<file path="src/rtl/bridge_tx_sched_pkg.sv">
// Shared definitions for the bridge transmit sequencer:
// FSM state encoding, default timing constants and counter sizing.
package bridge_tx_sched_pkg;

    typedef enum logic [2:0] {
        ST_IDLE  = 3'd0,
        ST_POP   = 3'd1,
        ST_FETCH = 3'd2,
        ST_LOAD  = 3'd3,
        ST_WAIT  = 3'd4,
        ST_GAP   = 3'd5
    } state_e;

    localparam int unsigned DEF_FIFO_RD_LAT    = 1;
    localparam int unsigned DEF_GAP_CYCLES     = 2;
    localparam int unsigned DEF_TIMEOUT_CYCLES = 4096;

    // Bits needed to hold max_load, never less than one.
    function automatic int unsigned cnt_width(input int unsigned max_load);
        return (max_load < 1) ? 1 : $clog2(max_load + 1);
    endfunction

endpackage

</file>
<file path="src/rtl/bridge_tx_sched_down_counter.sv">
// Loadable down counter used for the FIFO latency, inter-byte gap
// and transmit timeout counts.
module down_counter #(
    parameter int unsigned W = 4
) (
    input  logic         clk,
    input  logic         reset,
    input  logic         load,
    input  logic [W-1:0] load_val,
    input  logic         dec,
    output logic         zero
);

    logic [W-1:0] cnt_q;
    logic [W-1:0] cnt_d;

    always_comb begin
        cnt_d = cnt_q;
        if (load) begin
            cnt_d = load_val;
        end else if (dec && (cnt_q != '0)) begin
            cnt_d = cnt_q - W'(1);
        end
    end

    always_ff @(posedge clk) begin
        if (!reset) begin
            cnt_q <= '0;
        end else begin
            cnt_q <= cnt_d;
        end
    end

    // High when a decrement in this cycle lands the count on zero.
    assign zero = (cnt_q <= W'(1));

endmodule

</file>
<file path="src/rtl/bridge_tx_sched.sv">
// Transmit sequencer: pops bytes from the bridge FIFO, strobes them
// into the UART, waits for completion and enforces an inter-byte gap.
module bridge_tx_sched
    import bridge_tx_sched_pkg::*;
#(
    parameter int unsigned FIFO_RD_LAT    = DEF_FIFO_RD_LAT,
    parameter int unsigned GAP_CYCLES     = DEF_GAP_CYCLES,
    parameter int unsigned TIMEOUT_CYCLES = DEF_TIMEOUT_CYCLES,
    parameter int unsigned CNT_W          = 16
) (
    input  logic             clk,
    input  logic             reset,
    input  logic             fifo_empty,
    input  logic [7:0]       fifo_data,
    output logic             fifo_rd_en,
    input  logic             tx_active,
    input  logic             tx_done,
    output logic             tx_dv,
    output logic [7:0]       tx_byte,
    input  logic             hold,
    output logic             busy,
    output logic [CNT_W-1:0] byte_count,
    output logic             timeout_err
);

    localparam int unsigned LMAX =
        (FIFO_RD_LAT > GAP_CYCLES) ? FIFO_RD_LAT : GAP_CYCLES;
    localparam int unsigned LW = cnt_width(LMAX);
    localparam int unsigned TW = cnt_width(TIMEOUT_CYCLES);

    state_e             state_q, state_d;
    logic [7:0]         tx_byte_q, tx_byte_d;
    logic [CNT_W-1:0]   byte_count_q, byte_count_d;
    logic               timeout_err_q, timeout_err_d;

    logic               lat_load, lat_dec, lat_zero;
    logic [LW-1:0]      lat_val;
    logic               to_load, to_dec, to_zero;

    // One counter serves both FIFO latency and the gap; they never overlap.
    down_counter #(.W(LW)) u_lat_cnt (
        .clk      (clk),
        .reset    (reset),
        .load     (lat_load),
        .load_val (lat_val),
        .dec      (lat_dec),
        .zero     (lat_zero)
    );

    down_counter #(.W(TW)) u_to_cnt (
        .clk      (clk),
        .reset    (reset),
        .load     (to_load),
        .load_val (TW'(TIMEOUT_CYCLES)),
        .dec      (to_dec),
        .zero     (to_zero)
    );

    always_comb begin
        state_d       = state_q;
        tx_byte_d     = tx_byte_q;
        byte_count_d  = byte_count_q;
        timeout_err_d = timeout_err_q;
        lat_load      = 1'b0;
        lat_val       = LW'(FIFO_RD_LAT);
        lat_dec       = 1'b0;
        to_load       = 1'b0;
        to_dec        = 1'b0;
        unique case (state_q)
            ST_IDLE: begin
                if (!fifo_empty && !hold && !tx_active) begin
                    state_d = ST_POP;
                end
            end
            ST_POP: begin
                lat_load = 1'b1;
                state_d  = ST_FETCH;
            end
            ST_FETCH: begin
                lat_dec = 1'b1;
                if (lat_zero) begin
                    tx_byte_d = fifo_data;
                    state_d   = ST_LOAD;
                end
            end
            ST_LOAD: begin
                to_load = 1'b1;
                state_d = ST_WAIT;
            end
            ST_WAIT: begin
                to_dec = 1'b1;
                // Completion wins over a timeout expiring in the same cycle.
                if (tx_done) begin
                    byte_count_d = byte_count_q + CNT_W'(1);
                    if (GAP_CYCLES > 0) begin
                        lat_load = 1'b1;
                        lat_val  = LW'(GAP_CYCLES);
                        state_d  = ST_GAP;
                    end else begin
                        state_d = ST_IDLE;
                    end
                end else if (to_zero) begin
                    timeout_err_d = 1'b1;
                    state_d       = ST_IDLE;
                end
            end
            ST_GAP: begin
                lat_dec = 1'b1;
                if (lat_zero) begin
                    state_d = ST_IDLE;
                end
            end
            default: state_d = ST_IDLE;
        endcase
    end

    always_ff @(posedge clk) begin
        if (!reset) begin
            state_q       <= ST_IDLE;
            tx_byte_q     <= 8'h00;
            byte_count_q  <= '0;
            timeout_err_q <= 1'b0;
        end else begin
            state_q       <= state_d;
            tx_byte_q     <= tx_byte_d;
            byte_count_q  <= byte_count_d;
            timeout_err_q <= timeout_err_d;
        end
    end

    assign fifo_rd_en  = (state_q == ST_POP);
    assign tx_dv       = (state_q == ST_LOAD);
    assign busy        = (state_q != ST_IDLE);
    assign tx_byte     = tx_byte_q;
    assign byte_count  = byte_count_q;
    assign timeout_err = timeout_err_q;

endmodule
</file>
<file path="config.mk">
export PLATFORM = sky130hd
export DESIGN_NAME = bridge_tx_sched
export DESIGN_NICKNAME = d
export VERILOG_FILES = /design/src/rtl/bridge_tx_sched_pkg.sv /design/src/rtl/bridge_tx_sched_down_counter.sv /design/src/rtl/bridge_tx_sched.sv
export SDC_FILE = /design/constraint.sdc
export NUM_CORES = 1
export LEC_CHECK = 0
export ABC_AREA = 1
export CAP_MARGIN = 20
export CORE_ASPECT_RATIO = 0.6
export CORE_MARGIN = 2
export CORE_UTILIZATION = 35
export CTS_CLUSTER_SIZE = 24
export DETAILED_ROUTE_END_ITERATION = 6
export PLACE_DENSITY = 0.62
export SLEW_MARGIN = 20
export SYNTH_ARGS = -nofsm -noshare
export SYNTH_HDL_FRONTEND = slang
export SYNTH_SLANG_ARGS = --single-unit
</file>
<file path="constraint.sdc">
create_clock -name clk -period 3.52 [get_ports clk]
set_input_delay 0.704 -clock clk [delete_from_list [all_inputs] [get_ports clk]]
set_output_delay 0.704 -clock clk [all_outputs]
set_load 0.005 [all_outputs]
</file>
### Word-level counts from Yosys, hierarchy flattened

Index checks and enable logic that the tools add are counted.

* word-level logic and storage cells: 59
* flip-flop bits (word level): 43
* output and inout bits: 28
* bits in read-only memories: 0
* memory bits (writable): 0
* memories: 0
* latch bits: 0

* $lt $le $gt $ge: 2
* multiply operators: 0
* mux-type cells: 17
* bitwise logic cells: 2
* add/sub/neg operators: 3
* reductions and logical operators: 19
* equality and inequality tests: 9
* shift operators: 0
* div/mod/pow operators: 0

Operators by type and width (count)
* two-way mux 13 bit: 2
* one-hot mux 3 bit (6 select lines): 1
* adder 16 x 1 -> 16 bit (second input constant): 1
* two-way mux 3 bit: 5
* <= comparator 13 x 1 -> 1 bit (second input constant): 1
* nonzero test 13 bit: 1
* subtractor 13 x 1 -> 13 bit (second input constant): 1
* two-way mux 2 bit: 4
* equality test 3 x 2 -> 1 bit (second input constant): 2
* equality test 3 bit (second input constant): 2
* != test 2 bit (second input constant): 3
* nonzero test 2 bit: 3
* logical AND 1 bit: 4
* two-way mux 1 bit: 4
* AND reduction 2 bit: 2
* AND reduction 4 bit: 1
* OR reduction 2 bit: 2
* equality test 3 x 1 -> 1 bit (second input constant): 1
* zero test 1 bit: 3
* zero test 3 bit: 1
* != test 3 bit (second input constant): 1
* AND reduction 3 bit: 1
* nonzero test 3 bit: 1
* <= comparator 2 x 1 -> 1 bit (second input constant): 1
* other kinds (3): 4

### Logic depth before layout (Yosys ltp)

Gate-level depths: netlist (run 1).

* depth after elaboration: 6
* depth in mapped cells: 10
* gate-level depth less buffers: 10

### Hierarchy

From an unflattened synthesis (run 1), not the netlist that was laid out.

* cells, all modules: 394
* area total of the unflattened synthesis: 2496.1 um2

By module, submodules not included
* bridge_tx_sched: times used 1, area each 1382.6 um2, seq. area each 560.5 um2, cells each 207
* down_counter (u_to_cnt): times used 1, area each 958.4 um2, seq. area each 260.2 um2, cells each 161
* down_counter (u_lat_cnt): times used 1, area each 155.1 um2, seq. area each 40.0 um2, cells each 26

### Worst setup path after synthesis (run 1)

OpenSTA, ideal clock, no wires.

* path type: input to register
* start point: input port reset
* end point: register u_to_cnt.cnt_q[0]
* stages on the path: 5
* setup time: 70 ps
* setup slack: 2025 ps
* data arrival time: 1425 ps
* buffers on the path: 1
* cell sequence: clkbuf_1 inv_1 nor2_2 inv_1 a21oi_1

* cells in the longest elaborated chain, start to end: 2

Ends and longest elaborated chain
* start: declaration: RTL line bridge_tx_sched.sv:12 `input logic reset,`
* inverter 1 bit (no source line)
* OR reduction 2 bit (no source line)
* end signal: assignment: RTL line bridge_tx_sched_down_counter.sv:30 `cnt_q <= cnt_d;`
* end: declaration: RTL line bridge_tx_sched_down_counter.sv:14 `logic [W-1:0] cnt_q;`

Every way passes these cells.
A chain may end at the register's enable or synchronous reset.

### Worst setup path in the final report (run 1)

* start point: register state_q[0]
* end point: output port fifo_rd_en

* cells in the longest elaborated chain, start to end: 1

Ends and longest elaborated chain
* start: declaration: RTL line bridge_tx_sched.sv:31 `state_e state_q, state_d;`
* start signal: assignment: RTL line bridge_tx_sched.sv:124 `state_q <= state_d;`
* equality test 3 x 1 -> 1 bit: RTL line bridge_tx_sched.sv:131 `assign fifo_rd_en = (state_q == ST_POP);`
* end: declaration: RTL line bridge_tx_sched.sv:15 `output logic fifo_rd_en,`

Every way passes these cells.

==> results_dict.tcl, run 1 <==
set metrics [dict create \
    gp_congestion 0.869 \
    antenna_found_initial 0 \
    io_pins 42 \
    comb_power_share 0.148 \
    crit_chain "inv_1 > nor2_1 > nand2_1 > inv_1 > clkdlybuf4s50_1" \
    synth_edf_count 0 \
    yosys_register_bits 43 \
    totalWireLength_mm 5.28 \
    ctsHoldBuffers 0 \
    ys_warn_count 0 \
    dpl_worst_slack_ns 1.16 \
    rsz0062_at_grt "no" \
    portBuffers 41 \
    finalHoldViolCount 0 \
    cp.arrival_ns 1.65 \
    postSynthCellCount 333 \
    post_cts_resized 0 \
    maxCapViolations 0 \
    die_y_um 66.9 \
    tightest_slew_ns 0.611 \
    fin_ws_ns 1.16 \
    viasPerCell 4.62 \
    grt.total_usage 0.155 \
    clkPwrFrac 0.368 \
    setup_viol 0 \
    period_needed_ns 2.36 \
    drtPass1Iterations 4 \
    synth_top_area_cell "dfxtp_1" \
    min_period_over_period 0.670 \
    post_cts_buffers 0 \
    synth_most_common_cell "nand2_1" \
    overflow 0 \
    areaGrowthSynthToFinish_pct 25.0 \
    cpMostUsedCell "inv_1" \
    fillers 634 \
    min-delay-start "tx_byte[5]$_SDFFE_PN0P_" \
    p_int_mw 0.819 \
    grt_max_degree 20 \
    slew_headroom 0.593 \
    grt_pass1_wl_mm 8.75 \
    outcome "finished, final reports clean" \
    clk_pin_slew_ns 0.08 \
    worstSetupStartpoint "state_q[0]$_SDFFE_PN0P_" \
    multi_input_area_um2 1190 \
    dr.first_iter.drc_count 120 \
    instances_no_fill 459 \
    synth_cell_type_count 33 \
    diodes 0 \
    path_class "flop to output port" \
    grt_pass1_vias 1913 \
    cp_top_family "buffers and inverters" \
    ff_latch_area_um2 861 \
    syn_nets 353 \
    htreeDepth 2 \
    start_kind "flop" \
    dp_hpwl_mm 3.98 \
    dp.cells 451 \
    cts_buffers 5 \
    core_area_um2 6250 \
    start_util 0.369 \
    synth.top_cell.area_share 0.374 \
    wl_per_cell_um 11.5 \
    worstSkewPairLatency_ns 0.29 \
    fmax_ghz 0.424 \
    synth_ff_type "dfxtp_1" \
    hold_path.class "flop to flop" \
    cpPeakStageDelay_ns 0.53 \
    cts.path.max_buffers 2 \
    rr_startpoint "u_to_cnt.cnt_q[0]$_SDFFE_PP0P_" \
    yosys-top-cells-area "dfxtp_1 37%, nand2_1 12%, inv_1 7.8%, nor2_1 7.2%, a21oi_1 6.7%" \
    critPathRequiredTime_ns 2.82 \
    powerDensity_nw_per_um2 377 \
    synthTopCellsByCount "71 x nand2_1, 48 x inv_1, 44 x nor2_1" \
    fp.dieW_um 109 \
    skew_ns 0.00506 \
    num_vias 2121 \
    cts-root-buf "clkbuf_8" \
    syn_area_per_cell_um2 6.92 \
    switchingPower_mw 0.267 \
    syn_area_um2 2300 \
    total_leakage_power_nw 1.20 \
    worstPathBufferInverterCount 3 \
    netSwitchingFraction 0.246 \
    pwr-share-seq 0.484 \
    fin_nets 394 \
    fp-row-count 22 \
    ir_drop_v 0.000162 \
    drc 0 \
    crit_fanout 5 \
    ant_nets 0 \
    crit_path_end_kind "output port" \
    synthArstFlopShare 0 \
    clock-sinks 43 \
    cts_tree "yes" \
    cpMaxStageDelayCell "clkdlybuf4s50_1" \
    drive_gt1_frac 0.0693 \
    seq_area_frac_synth 0.374 \
    slew_violations 0 \
    tns_ns 0 \
    fp.dieArea_um2 7270 \
]
[area by class of cell]
cell class,instances,area share
clock inverter,2,0.0122
clock buffer,6,0.0287
sequential,43,0.299
inverter,49,0.0643
timing repair buffer,42,0.145
multi-input combinational,233,0.414
tap,84,0.0365
[logic make-up after synthesis]
kind of cell / after synthesis / synth area share
flip-flops: 43 / 0.374
XOR/XNOR: 6 / 0.0228
AND/OR/NAND/NOR: 164 / 0.330
AO/OA/AOI/OAI: 57 / 0.133
adder cells (fa/ha/maj): 6 / 0.0326
buffers and inverters: 57 / 0.109
[tightest hold or removal path, stage by stage, from the launching register on]
cell and delay (ns):
dfxtp_1 0.32, inv_1 0.04, a21oi_1 0.05
[power groups by stage]
stage                     combinational (mW)  clock [mW]  sequential [mW]
after global placement                 0.159           0            0.537
final                                  0.160       0.400            0.526
after CTS                              0.162       0.413            0.526
after floorplan                       0.0926           0            0.537
after detailed placement               0.161           0            0.537
after global routing                   0.180       0.426            0.529
[layout by cell type (no fill, tap or decap), drive strengths merged, types with 2 or more instances in the layout]
cell / Yosys / routed
a21oi: 33 / 33
clkbuf: 2 / 6
clkdlybuf4s50: 0 / 41
clkinv: 1 / 2
dfxtp: 43 / 43
ha: 6 / 6
inv: 48 / 48
nand2: 75 / 75
nand3: 17 / 17
nand3b: 6 / 6
nand4: 4 / 4
nor2: 50 / 50
nor3: 9 / 9
o21ai: 21 / 21
xor2: 5 / 5
[sequential cells by signal, indices dropped and copies added, names as in the netlist]
signal / cells
tx_byte: 8
byte_count: 16
state_q: 3
u_lat_cnt.cnt_q: 2
u_to_cnt.cnt_q: 13
timeout_err: 1
[metrics by stage]
stage | power, mW | area, µm² | hold WS, ns | utilization
final | 1.09 | 2880 | 0.442 | 0.461
after global placement | 0.697 | 2760 | 0.431 | 0.442
after floorplan | 0.629 | 2300 | 0.438 | -
after CTS | 1.10 | 2880 | 0.449 | 0.461
after global routing | 1.14 | 2880 | 0.468 | 0.461
after detailed placement | 0.698 | 2760 | 0.436 | 0.442
[per-layer routing]
layer | track usage | wire length, µm | vias up
li1 | - | - | 1140
met1 | 0.227 | 2850 | 926
met2 | 0.229 | 2060 | 51
met3 | 0.0352 | 310 | 4
met4 | 0.0385 | 47 | 0
met5 | 0 | 0 | -
[final timing paths]
kind         cells after the start  slack (ns)                             end
max                              5        1.16                      fifo_rd_en
min                              2        0.44         tx_byte[5]$_SDFFE_PN0P_
max reg2reg                      8        1.75  u_to_cnt.cnt_q[5]$_SDFFE_PP0P_
min reg2reg                      2        0.44         tx_byte[5]$_SDFFE_PN0P_
Note: power is estimated with default switching activity, not from simulation.
==> inputs of run 2 (changes only) <==
Clock period 3.52 ns to 2.3 ns, I/O delays scaled along.
==> run 2 against run 1 <==
Against the previous run:
- final area is 0.26% higher
- global-route usage is 0.73 points higher
- core utilization is 0.12 points higher
- combinational power is 53% higher
- via count is 0.94% higher
- critical path depth stayed put
- clock power is 51% higher
- flip-flop and latch count stayed put
- first-iteration DRC count is 13% higher
- non-clock buffer count is 1 higher
- count of clock-buffer cells in the layout stayed put
- clock skew is 0.0015 ns higher
- critical path type unchanged
- largest cell class unchanged
==> results_dict.tcl, run 2 (synthesized netlist as in run 1, its figures left out) <==
set metrics [dict create \
    hold_path.class "flop to flop" \
    reg2reg_depth 9 \
    start_util 0.369 \
    die_y_um 66.9 \
    crit_path_end_kind "output port" \
    ir_drop_v 0.000266 \
    drive_gt1_frac 0.0718 \
    switchingPower_mw 0.401 \
    grt_pass1_vias 1916 \
    core_area_um2 6250 \
    grt_pass1_wl_mm 9.07 \
    cts-root-buf "clkbuf_8" \
    crit_fanout 5 \
    slew_headroom 0.586 \
    tightest_slew_ns 0.621 \
    ant_nets 0 \
    wl_per_cell_um 11.7 \
    cts_tree "yes" \
    io_pins 42 \
    netSwitchingFraction 0.242 \
    fp.dieW_um 109 \
    outcome "finished, final reports clean" \
    gp_congestion 0.899 \
    drc 0 \
    dpl_worst_slack_ns 0.369 \
    p_int_mw 1.26 \
    portBuffers 41 \
    layout_common_cells "71 x nand2_1, 48 x inv_1, 44 x nor2_1" \
    pwr-share-seq 0.486 \
    final_common_cell "nand2_1" \
    fin_nets 395 \
    dp_hpwl_mm 4.08 \
    overflow 0 \
    start_kind "flop" \
    grt.total_usage 0.163 \
    num_vias 2141 \
    critPathRequiredTime_ns 1.84 \
    place_area_um2 2770 \
    tns_ns 0 \
    htreeDepth 2 \
    diodes 0 \
    clk_pin_slew_ns 0.08 \
    rr_startpoint "u_to_cnt.cnt_q[0]$_SDFFE_PP0P_" \
    worstSetupStartpoint "state_q[0]$_SDFFE_PN0P_" \
    worstSkewPairLatency_ns 0.29 \
    period_needed_ns 2.09 \
    finalHoldViolCount 0 \
    slew_violations 0 \
    areaGrowthSynthToFinish_pct 25.3 \
    clock-sinks 43 \
    path_class "flop to output port" \
    comb_power_share 0.148 \
    fp.dieArea_um2 7270 \
    finalPower_mw 1.66 \
    crit_end "fifo_rd_en" \
    final_area_um2 2890 \
    post_cts_buffers 0 \
    min_path_cells 2 \
    dr.first_iter.drc_count 136 \
    drtPass1Iterations 4 \
    ctsHoldBuffers 0 \
    powerDensity_nw_per_um2 573 \
    totalWireLength_mm 5.36 \
    post_cts_resized 0 \
    fin_ws_ns 0.209 \
    skew_ns 0.00655 \
    total_leakage_power_nw 1.21 \
    grt_max_degree 19 \
    viasPerCell 4.65 \
    setup_viol 0 \
    cts_buffers 5 \
    rr_endpoint "u_to_cnt.cnt_q[12]$_SDFFE_PN0P_" \
    rsz0062_at_grt "no" \
    largest_reg_flops 16 \
    fp-row-count 22 \
    antenna_found_initial 0 \
    rrSetupSlack_ns 0.53 \
    maxCapViolations 0 \
    cp.arrival_ns 1.63 \
    min_period_over_period 0.909 \
    fmax_ghz 0.478 \
    clkPwrFrac 0.366 \
    cts.path.max_buffers 2 \
]
[run 2: cell count changes in the layout (fill, tap and decap cells not counted)]
cell	delta
buf_4	+1
[run 2: through the flow]
stage               std cells  hold slack, ns   util
global route              460           0.473  0.462
detailed placement        452           0.436  0.443
finish                    460           0.446  0.462
CTS                       460           0.450  0.462
floorplan                 333           0.438      -
global placement          452           0.432  0.443
[run 2: per-layer routing]
layer,wire [µm],track usage
met3,206,0.0362
met1,3030,0.255
met2,2070,0.216
met5,0,0
met4,55,0.0433
[run 2: cell type report]
type,instances,area [µm²]
Fill cell,611,3360
Multi-Input combinational cell,233,1190
Sequential cell,43,861
Timing Repair Buffer,43,425
Inverter,49,185
Tap cell,84,105
Clock buffer,6,82.6
Clock inverter,2,35.0
[run 2: worst min path at each step]
stage,to,from,slack (ns)
after floorplan,tx_byte[5]$_SDFFE_PN0P_,tx_byte[5]$_SDFFE_PN0P_,0.44
after global placement,tx_byte[4]$_SDFFE_PN0P_,tx_byte[4]$_SDFFE_PN0P_,0.43
after detailed placement,tx_byte[4]$_SDFFE_PN0P_,tx_byte[4]$_SDFFE_PN0P_,0.44
after CTS,tx_byte[4]$_SDFFE_PN0P_,tx_byte[4]$_SDFFE_PN0P_,0.45
after global routing,tx_byte[1]$_SDFFE_PN0P_,tx_byte[1]$_SDFFE_PN0P_,0.47
final,tx_byte[3]$_SDFFE_PN0P_,tx_byte[3]$_SDFFE_PN0P_,0.45
[run 2: worst max-delay path: stages, from the launching register on]
cell and delay (ns):
dfxtp_1 0.42, inv_1 0.08, nor2_1 0.12, nand2_1 0.11, inv_1 0.10, clkdlybuf4s50_1 0.51
[run 2: power groups by stage]
stage	logic, mW	clock network (mW)	registers (mW)
final	0.245	0.606	0.806
after global routing	0.276	0.663	0.812
after CTS	0.248	0.628	0.805
after detailed placement	0.246	0	0.823
after global placement	0.245	0	0.822
after floorplan	0.142	0	0.821
